**src/rtl/rv32i_opcodes.sv**
```systemverilog
// Shared RV32I definitions used by the execute/memory path: funct3 encodings,
// the LSU state type and the register-file load record.
package rv32i_opcodes;

    typedef enum logic [2:0] {
        F3_LB  = 3'd0,
        F3_LH  = 3'd1,
        F3_LW  = 3'd2,
        F3_LBU = 3'd4,
        F3_LHU = 3'd5
    } mem_funct3_t;

    // Stores share the low encodings with the signed loads
    localparam mem_funct3_t F3_SB = F3_LB;
    localparam mem_funct3_t F3_SH = F3_LH;
    localparam mem_funct3_t F3_SW = F3_LW;

    typedef enum logic [1:0] {
        S_IDLE,
        S_REQ,
        S_WAIT,
        S_RESP
    } lsu_state_t;

    typedef struct packed {
        logic        valid;
        logic [4:0]  rd;
        logic [31:0] data;
    } regfile_load_t;

    function automatic logic funct3_illegal(input logic we, input logic [2:0] f3);
        return we ? (f3 > 3'd2) : ((f3 == 3'd3) || (f3[2:1] == 2'b11));
    endfunction

endpackage

```
**src/rtl/load_extend.sv**
```systemverilog
// Combinational load-data lane select and sign/zero extension; shared by the
// LSU and any future cache read path.
module load_extend
    import rv32i_opcodes::*;
(
    input  logic [31:0] rdata,
    input  logic [1:0]  addr_lo,
    input  mem_funct3_t funct3,
    output logic [31:0] data
);

    logic [31:0] shifted;

    always_comb begin
        shifted = rdata >> {addr_lo, 3'b000};
        case (funct3)
            F3_LB:   data = {{24{shifted[7]}}, shifted[7:0]};
            F3_LH:   data = {{16{shifted[15]}}, shifted[15:0]};
            F3_LBU:  data = {24'h0, shifted[7:0]};
            F3_LHU:  data = {16'h0, shifted[15:0]};
            default: data = rdata;
        endcase
    end

endmodule

```
**src/rtl/load_store_unit.sv**
```systemverilog
// Single-outstanding load/store unit driving a req/gnt/rvalid data memory.
// Optional bus timeout in REQ/WAIT is enabled by defining LSU_BUS_TIMEOUT_EN.
module load_store_unit
    import rv32i_opcodes::*;
#(
    parameter int WIDTH          = 32,
    parameter int TIMEOUT_CYCLES = 16
) (
    input  logic               clk,
    input  logic               rst_n,
    input  logic               req_valid,
    output logic               req_ready,
    input  logic               req_we,
    input  logic [2:0]         req_funct3,
    input  logic [WIDTH-1:0]   req_addr,
    input  logic [WIDTH-1:0]   req_wdata,
    output logic               rsp_valid,
    output logic [WIDTH-1:0]   rsp_rdata,
    output logic               rsp_err,
    output logic               mem_req,
    output logic               mem_we,
    output logic [WIDTH-1:0]   mem_addr,
    output logic [WIDTH-1:0]   mem_wdata,
    output logic [WIDTH/8-1:0] mem_be,
    input  logic               mem_gnt,
    input  logic               mem_rvalid,
    input  logic [WIDTH-1:0]   mem_rdata
);

    if (WIDTH != 32) begin : g_width_chk
        $error("load_store_unit supports WIDTH=32 only");
    end
    if (TIMEOUT_CYCLES < 1) begin : g_tmo_chk
        $error("load_store_unit needs TIMEOUT_CYCLES >= 1");
    end

    lsu_state_t         state, state_nxt;
    logic [WIDTH-1:0]   addr_q, wdata_q, rdata_q;
    logic [WIDTH/8-1:0] be_q;
    logic [2:0]         funct3_q;
    logic               we_q, err_q;
    logic               accept, req_bad, timeout;
    logic [WIDTH-1:0]   st_wdata, ext_data;
    logic [WIDTH/8-1:0] st_be;

    load_extend u_load_extend (
        .rdata   (mem_rdata),
        .addr_lo (addr_q[1:0]),
        .funct3  (mem_funct3_t'(funct3_q)),
        .data    (ext_data)
    );

    always_comb begin
        accept  = req_valid && (state == S_IDLE);
        req_bad = funct3_illegal(req_we, req_funct3)
               || ((req_funct3[1:0] == 2'b01) && req_addr[0])
               || ((req_funct3[1:0] == 2'b10) && (req_addr[1:0] != 2'b00));
    end

    // Store data is replicated across lanes so the byte enables alone pick the target
    always_comb begin
        st_wdata = '0;
        st_be    = 4'b1111;
        if (req_we) begin
            case (req_funct3[1:0])
                2'b00: begin
                    st_wdata = {4{req_wdata[7:0]}};
                    st_be    = 4'b0001 << req_addr[1:0];
                end
                2'b01: begin
                    st_wdata = {2{req_wdata[15:0]}};
                    st_be    = 4'b0011 << req_addr[1:0];
                end
                default: st_wdata = req_wdata;
            endcase
        end
    end

`ifdef LSU_BUS_TIMEOUT_EN
    localparam int CW = $clog2(TIMEOUT_CYCLES + 1);
    logic [CW-1:0] tmo_cnt;
    logic          in_bus, bus_entry;

    assign in_bus    = (state == S_REQ) || (state == S_WAIT);
    assign bus_entry = (state_nxt != state) && ((state_nxt == S_REQ) || (state_nxt == S_WAIT));
    assign timeout   = in_bus && (tmo_cnt == CW'(TIMEOUT_CYCLES - 1));

    always_ff @(posedge clk or negedge rst_n) begin
        if (!rst_n)         tmo_cnt <= '0;
        else if (bus_entry) tmo_cnt <= '0;
        else if (in_bus)    tmo_cnt <= tmo_cnt + CW'(1);
    end
`else
    assign timeout = 1'b0;
`endif

    always_comb begin
        state_nxt = state;
        case (state)
            S_IDLE: if (accept) state_nxt = req_bad ? S_RESP : S_REQ;
            S_REQ: begin
                if (mem_gnt)      state_nxt = we_q ? S_RESP : S_WAIT;
                else if (timeout) state_nxt = S_RESP;
            end
            S_WAIT: if (mem_rvalid || timeout) state_nxt = S_RESP;
            default: state_nxt = S_IDLE;
        endcase
    end

    always_ff @(posedge clk or negedge rst_n) begin
        if (!rst_n) begin
            state    <= S_IDLE;
            addr_q   <= '0;
            wdata_q  <= '0;
            be_q     <= '0;
            funct3_q <= '0;
            we_q     <= 1'b0;
            rdata_q  <= '0;
            err_q    <= 1'b0;
        end else begin
            state <= state_nxt;
            case (state)
                S_IDLE: begin
                    if (accept && req_bad) begin
                        err_q   <= 1'b1;
                        rdata_q <= '0;
                    end else if (accept) begin
                        addr_q   <= req_addr;
                        funct3_q <= req_funct3;
                        we_q     <= req_we;
                        wdata_q  <= st_wdata;
                        be_q     <= st_be;
                    end
                end
                S_REQ: begin
                    if (mem_gnt && we_q) begin
                        err_q   <= 1'b0;
                        rdata_q <= '0;
                    end else if (!mem_gnt && timeout) begin
                        err_q   <= 1'b1;
                        rdata_q <= '0;
                    end
                end
                S_WAIT: begin
                    if (mem_rvalid) begin
                        err_q   <= 1'b0;
                        rdata_q <= ext_data;
                    end else if (timeout) begin
                        err_q   <= 1'b1;
                        rdata_q <= '0;
                    end
                end
                default: ;
            endcase
        end
    end

    assign req_ready = (state == S_IDLE);
    assign rsp_valid = (state == S_RESP);
    assign rsp_rdata = rdata_q;
    assign rsp_err   = err_q;
    assign mem_req   = (state == S_REQ);
    assign mem_we    = mem_req && we_q;
    assign mem_addr  = {addr_q[WIDTH-1:2], 2'b00};
    assign mem_wdata = wdata_q;
    assign mem_be    = be_q;

endmodule

```
**config.mk**
```make
export PLATFORM = sky130hd
export DESIGN_NAME = load_store_unit
export DESIGN_NICKNAME = d
export VERILOG_FILES = /design/src/rtl/rv32i_opcodes.sv /design/src/rtl/load_extend.sv /design/src/rtl/load_store_unit.sv
export SDC_FILE = /design/constraint.sdc
export NUM_CORES = 1
export LEC_CHECK = 0
export ABC_AREA = 1
export ABC_CLOCK_PERIOD_IN_PS = 1700
export CORE_UTILIZATION = 40
export DETAILED_ROUTE_END_ITERATION = 12
export HOLD_SLACK_MARGIN = 0.12
export PLACE_DENSITY_LB_ADDON = 0.25
export SYNTH_ARGS = -nofsm -noshare
export SYNTH_HDL_FRONTEND = slang
export SYNTH_SLANG_ARGS = --single-unit
```
**constraint.sdc**
```tcl
create_clock -name clk -period 1.7 [get_ports clk]
set_clock_uncertainty 0.15 [all_clocks]
set_input_delay 0.17 -clock clk [delete_from_list [all_inputs] [get_ports clk]]
set_output_delay 0.17 -clock clk [all_outputs]
set_load 0.05 [all_outputs]
```
==> results of run 1 <==
[logic make-up after synthesis]
logic type               Yosys count  synth area share
AO/OA/AOI/OAI                     97            0.0973
adder cells (fa/ha/maj)            5            0.0113
buffers and inverters            108             0.110
flip-flops                       107             0.484
other                              1          0.000678
AND/OR/NAND/NOR                  392             0.296
[flip-flops by register name, summed over array words and instances, names as in the netlist]
register / cells
addr_q: 32
mem_wdata: 32
rsp_rdata: 32
mem_be: 4
funct3_q: 3
state: 2
rsp_err: 1
we_q: 1
[power by group through the flow]
stage	Combinational [uW]	Clock [uW]	Sequential (uW)
CTS	10300	2250	4320
global route	11700	2370	4640
finish	10900	2200	4520
global placement	10000	0	4350
floorplan	5150	0	6420
detailed placement	10200	0	4330
[metrics by stage]
stage                util  worst slack [ns]  total power [uW]  std cells
floorplan               -           -0.0248             11600        711
global placement    0.578            -0.187             14400       1081
detailed placement  0.578            -0.218             14500       1081
CTS                 0.608           -0.0672             16900       1103
global route        0.654            -0.192             18700       1117
finish              0.654           -0.0950             17700       1117
[cell type report]
type	count	area [sq um]	share of cell area
timing repair inverter	1	11.3	0.00129
tap	176	220	0.0252
clock buffer	10	229	0.0262
multi-input combinational	496	2640	0.302
inverter	38	149	0.0171
sequential	107	2680	0.307
clock inverter	6	78.8	0.00903
timing repair buffer	283	2720	0.312
[routing by layer]
metal,track usage,up-vias
met4,0.0891,0
met2,0.361,172
met5,0,-
li1,-,2711
met1,0.310,2529
met3,0.0528,22
[critical path: stages (launching register included)]
cell and delay, ns:
dfrtp_1 0.43, inv_2 0.13, ha_4 0.18, nand3_4 0.08, nor2_4 0.19, clkinv_4 0.19, clkbuf_16 0.22, nand2_4 0.06
o21ai_2 0.05
[worst max-delay path by stage]
stage,to,start
after floorplan,rsp_rdata[10],state[1]
after global placement,mem_be[1],req_addr[0]
after detailed placement,mem_wdata[21],req_addr[0]
after CTS,rsp_rdata[29],state[1]
after global routing,mem_wdata[13],state[1]
final,mem_wdata[13],state[1]
[cell usage in the layout, fill, tap and decap left out, drive strengths merged]
| cell | instances |
|---|---|
| a21o | 1 |
| clkinv | 3 |
| bufinv | 1 |
| o221ai | 8 |
| clkbuf | 18 |
| conb | 2 |
| o21ai | 74 |
| clkdlybuf4s50 | 103 |
| nor3 | 3 |
| nor2 | 25 |
| o31ai | 1 |
| o21bai | 2 |
| dfrtp | 107 |
| o211ai | 5 |
| inv | 41 |
| a21oi | 6 |
| buf | 170 |
| nand2 | 284 |
| dlygate4sd3 | 2 |
| ha | 5 |
| nand3 | 69 |
| or2 | 11 |
[repair_timing]
action | in CTS | in global routing
setup endpoints to repair | 38 | 110
buffers inserted | 4 | 3
gates cloned | 0 | 13
gates resized for setup | 16 | 111
hold buffers | 2 | 0
pin swaps | 3 | 8
endpoints found under the hold margin | 107 | 0
==> flow_metrics.tcl, run 1 <==
set metrics [dict create \
    ys_top_cells_by_area "dfrtp_1 48%, nand2_1 19%, nand3_1 6.0%" \
    ys_ff_latch 107 \
    rows 42 \
    synth-main-ff-cell "dfrtp_1" \
    arrival_ns 1.88 \
    cts_sinks 107 \
    met3_length_mm 1.01 \
    holdWs_ns 0.188 \
    regToRegSetupSlack_ns -0.1 \
    htree_num_levels 3 \
    crit_path_end_kind "flop" \
    setup_violations 79 \
    synthToLayoutAreaGrowth_pct 57.9 \
    fp.dieH_um 120 \
    via_per_inst 4.86 \
    dr.pass1.iters 5 \
    drt_wl_total_mm 17.1 \
    io_buffer_count 207 \
    crit_fanout 7 \
    rsz0062_at_grt "yes" \
    layout-drive-gt1-share 0.326 \
    hold_end "addr_q[12]" \
    yosysMostFrequentCell "nand2_1" \
    worstSkewPairLatency_ns 0.35 \
    num_vias 5434 \
    ant_nets 0 \
    ys_seq_area_frac 0.484 \
    hold_path_startpoint "req_addr[12]" \
    synth-edff-count 0 \
    post-route-min-period_ns 1.80 \
    cts_tree "done" \
    nNetsFinal 1046 \
    cap_violations 0 \
    hpwlAfterDp_mm 11.7 \
    max_clock_freq_mhz 557 \
    cts_made_buffers 9 \
    crit_required_ns 1.79 \
    diodes 0 \
    ys_types 29 \
    p_int_uw 8730 \
    power_density_nw_per_um2 2020 \
    p_leak_uw 0.00435 \
    maxSlewViolCount 0 \
    p_sw_uw 8940 \
    wl_met1_mm 7.50 \
    clockRootBuffer "clkbuf_16" \
    synth_top_cell_area_share 0.484 \
    track_usage 0.231 \
    wl_met2_mm 8.24 \
    failed_checks "negative setup slack" \
    worstSetupStartpointType "flop" \
    grt_pass1_wl_mm 26.1 \
    dr.max_layer_used "met4" \
    finalSetupTns_ns -4.23 \
    finalInstanceArea_sq_um 8730 \
    dpl_cell_area_sq_um 7720 \
    clockBufferDepth 2 \
    postSynthAreaPerCell_sq_um 7.79 \
    grt_pass1_vias 5175 \
    combPwrFrac 0.619 \
    wl_per_cell_um 15.3 \
    swShare 0.506 \
    rr_startpoint "state[1]" \
    place.gp.congestion 0.871 \
    clkPwrFrac 0.125 \
    fillers 1160 \
    grt_max_degree 64 \
    drtIter0Drc 265 \
    timing.rr.end "mem_wdata[13]" \
    start_util 0.414 \
    hold_viol 0 \
    status "complete, but fails checks" \
    max-vdd-ir-drop_uv 1390 \
    r2r_cells 8 \
    hold_depth 3 \
    synth_top_cells_by_count "281 x nand2_1, 107 x dfrtp_1, 66 x nand3_1, 42 x o21ai_0, 36 x buf_4" \
    worst_slack_ns -0.0950 \
    seq_power_share 0.256 \
    hp-class "input port to flop" \
    drcViolationCount 0 \
    dieWidth_um 120 \
    io_pins 210 \
    grt_overflow 0 \
    synthArstFlopShare 1.00 \
    coreArea_sq_um 13300 \
    antenna_found_initial 0 \
    synth_largest_area_cell "dfrtp_1" \
    syn_inst 710 \
    yosys_warnings 0 \
    synth_area_sq_um 5530 \
    fin_crit_sh 1.06 \
    clkSlewWorstSetupHoldPaths_ns 0.08 \
    die_area_sq_um 14300 \
    path_class "flop to flop" \
]
Note: power is estimated with default switching activity, not from simulation.
==> run 2, diff against run 1 <==
--- a/config.mk
+++ b/config.mk
@@ -6,9 +6,9 @@
 export NUM_CORES = 1
 export LEC_CHECK = 0
 export ABC_AREA = 1
-export ABC_CLOCK_PERIOD_IN_PS = 1700
-export CORE_UTILIZATION = 40
+export CORE_UTILIZATION = 57
 export DETAILED_ROUTE_END_ITERATION = 12
+export DONT_BUFFER_PORTS = 1
 export HOLD_SLACK_MARGIN = 0.12
 export PLACE_DENSITY_LB_ADDON = 0.25
 export SYNTH_ARGS = -nofsm -noshare
==> run 2 against run 1 <==
The run ends with negative hold slack, negative setup slack left. Critical path type unchanged. Largest power group is now sequential cells. Sequential power is 75% higher. Largest cell class is now registers. Maximum frequency is 0.55% lower. Setup slack worse by 0.010 ns. Critical path depth is 1 higher. Power is 16% lower. First-iteration DRC count is 42% higher. Sequential share of layout area is 6.8 points higher. Clock-buffer cell count is 1 lower. Via count is 1.1% lower.
==> flow_metrics.tcl, run 2 (synthesis gave the netlist of run 1 again) <==
set metrics [dict create \
    status "complete, but fails checks" \
    failed_checks "negative hold slack, negative setup slack" \
    holdWs_ns -0.677 \
    hold_viol 107 \
    clockRootBuffer "clkbuf_8" \
    power_density_nw_per_um2 2080 \
    nNetsFinal 917 \
    grt_pass1_vias 5401 \
    synthToLayoutAreaGrowth_pct 29.2 \
    drcViolationCount 0 \
    layout-drive-gt1-share 0.127 \
    clockBufferDepth 2 \
    worstSkewPairLatency_ns 0.37 \
    regArea_sq_um 2680 \
    coreArea_sq_um 9330 \
    io_pins 210 \
    maxSlewViolCount 0 \
    worst_slack_ns -0.105 \
    drt_wl_total_mm 17.0 \
    fillers 603 \
    p_sw_uw 8420 \
    crit_required_ns 1.87 \
    p_int_uw 6400 \
    htree_num_levels 3 \
    ant_nets 0 \
    fp.dieH_um 100 \
    layout_commonest_cell "nand2_1" \
    p_total_uw 14800 \
    seq_power_share 0.532 \
    worst_slew_pin_slew_ns 0.542 \
    hpwlAfterDp_mm 10.0 \
    rows 35 \
    crit_path_end_kind "flop" \
    fin_crit_sh 1.06 \
    swShare 0.568 \
    arrival_ns 1.98 \
    setup_violations 106 \
    hp-class "input port to asynchronous set/reset pin" \
    crit_fanout 23 \
    cts_hold_buf 109 \
    io_buffer_count 0 \
    grt_pass1_wl_mm 26.3 \
    cts_tree "done" \
    dieWidth_um 100 \
    combPwrFrac 0.355 \
    path_class "flop to flop" \
    cts_sinks 107 \
    dr.pass1.iters 5 \
    cts_made_buffers 9 \
    max_clock_freq_mhz 554 \
    grt_max_degree 108 \
    slew_headroom 0.639 \
    final_cells 941 \
    dp.cells 807 \
    grt_overflow 0 \
    multiInputGateArea_sq_um 2330 \
    antenna_found_initial 0 \
    num_vias 5374 \
    wl_per_cell_um 18.0 \
    final_cell_mix "276 x nand2_1, 107 x dlygate4sd3_1, 106 x dfrtp_1, 64 x nand3_1, 39 x o21ai_1" \
    clkPwrFrac 0.113 \
    place.gp.congestion 0.928 \
    start_util 0.593 \
    clkSlewWorstSetupHoldPaths_ns 0.11 \
    cap_violations 0 \
    rsz0062_at_grt "yes" \
    diodes 0 \
    max-vdd-ir-drop_uv 1460 \
    post-route-min-period_ns 1.81 \
    die_area_sq_um 10100 \
    track_usage 0.335 \
    p_leak_uw 0.00358 \
    via_per_inst 5.71 \
    worstSetupStartpointType "flop" \
    drtIter0Drc 377 \
]
## run 2: cell types whose count changed in the layout (fill, tap and decap cells not counted), sizes merged
cell,previous run,this run
clkdlybuf4s50,103,0
clkbuf,18,10
dlygate4sd3,2,107
inv,41,40
buf,170,45
dlymetal6s4s,0,2
clkinvlp,0,1
## run 2: final timing paths
path | cells past startpoint | slack [ns] | start | end
worst min-delay path | 0 | -0.68 | rst_n | addr_q[2]
worst max-delay path | 9 | -0.11 | state[1] | rsp_rdata[17]
worst max register to register | 9 | -0.11 | state[1] | rsp_rdata[17]
min in group clk | 6 | 0.14 | mem_rdata[20] | rsp_rdata[4]
max in group asynchronous | 0 | 1.87 | rst_n | state[0]
worst min register to register | 2 | 0.34 | rsp_rdata[14] | rsp_rdata[14]
## run 2: worst max-delay path: stages (launching register included)
cell and delay (ns):
dfrtp_1 0.42, buf_4 0.16, ha_1 0.18, a21o_1 0.18
nor2_4 0.14, nand2_4 0.08, nor2_4 0.10, buf_12 0.16
nand3_1 0.10, nand2_1 0.07
## run 2: layout make-up
class                           instances  area share
Timing Repair Buffer                  155       0.224
Inverter                               38      0.0208
Clock buffer                            9      0.0173
Multi-Input combinational cell        496       0.327
Clock inverter                          7      0.0131
Sequential cell                       107       0.375
Tap cell                              129      0.0226
## run 2: power by group through the flow
stage | Sequential [uW] | Combinational (uW) | Clock [uW]
after detailed placement | 7900 | 4420 | 0
final | 7890 | 5260 | 1680
after floorplan | 6420 | 5150 | 0
after CTS | 7840 | 4870 | 1720
after global placement | 7870 | 4230 | 0
after global routing | 7990 | 5780 | 1800
## run 2: routing by layer
layer	track usage	routed length (um)	share of wire
met2	0.538	7950	0.47
met5	0	0	0
met4	0.185	670	0.039
met1	0.406	6510	0.38
met3	0.101	1850	0.11
## run 2: timing repair
item,CTS,global route
gates cloned,1,2
pin swaps,0,2
setup endpoints to repair,83,108
buffers inserted,4,2
hold endpoints to repair,213,107
gates resized for setup,21,18
## run 2: through the flow
stage / hold WS (ns) / util / setup slack (ns) / instance area, sq um / setup TNS (ns)
after floorplan: -0.276 / - / -0.0248 / 5580 / -0.495
after global placement: -0.273 / 0.602 / 0.0272 / 5610 / 0
after detailed placement: -0.273 / 0.602 / -0.0482 / 5610 / -1.53
after CTS: -0.701 / 0.754 / -0.0780 / 7030 / -1.77
after global routing: -0.708 / 0.766 / -0.208 / 7140 / -15.24
final: -0.677 / 0.766 / -0.105 / 7140 / -6.65
==> run 3, diff against run 2 <==
--- a/config.mk
+++ b/config.mk
@@ -11,6 +11,7 @@
 export DONT_BUFFER_PORTS = 1
 export HOLD_SLACK_MARGIN = 0.12
 export PLACE_DENSITY_LB_ADDON = 0.25
+export SLEW_MARGIN = 25
 export SYNTH_ARGS = -nofsm -noshare
 export SYNTH_HDL_FRONTEND = slang
 export SYNTH_SLANG_ARGS = --single-unit
==> results of run 3 <==
No change in the layout: final DEF, timing and power equal those of run 2.
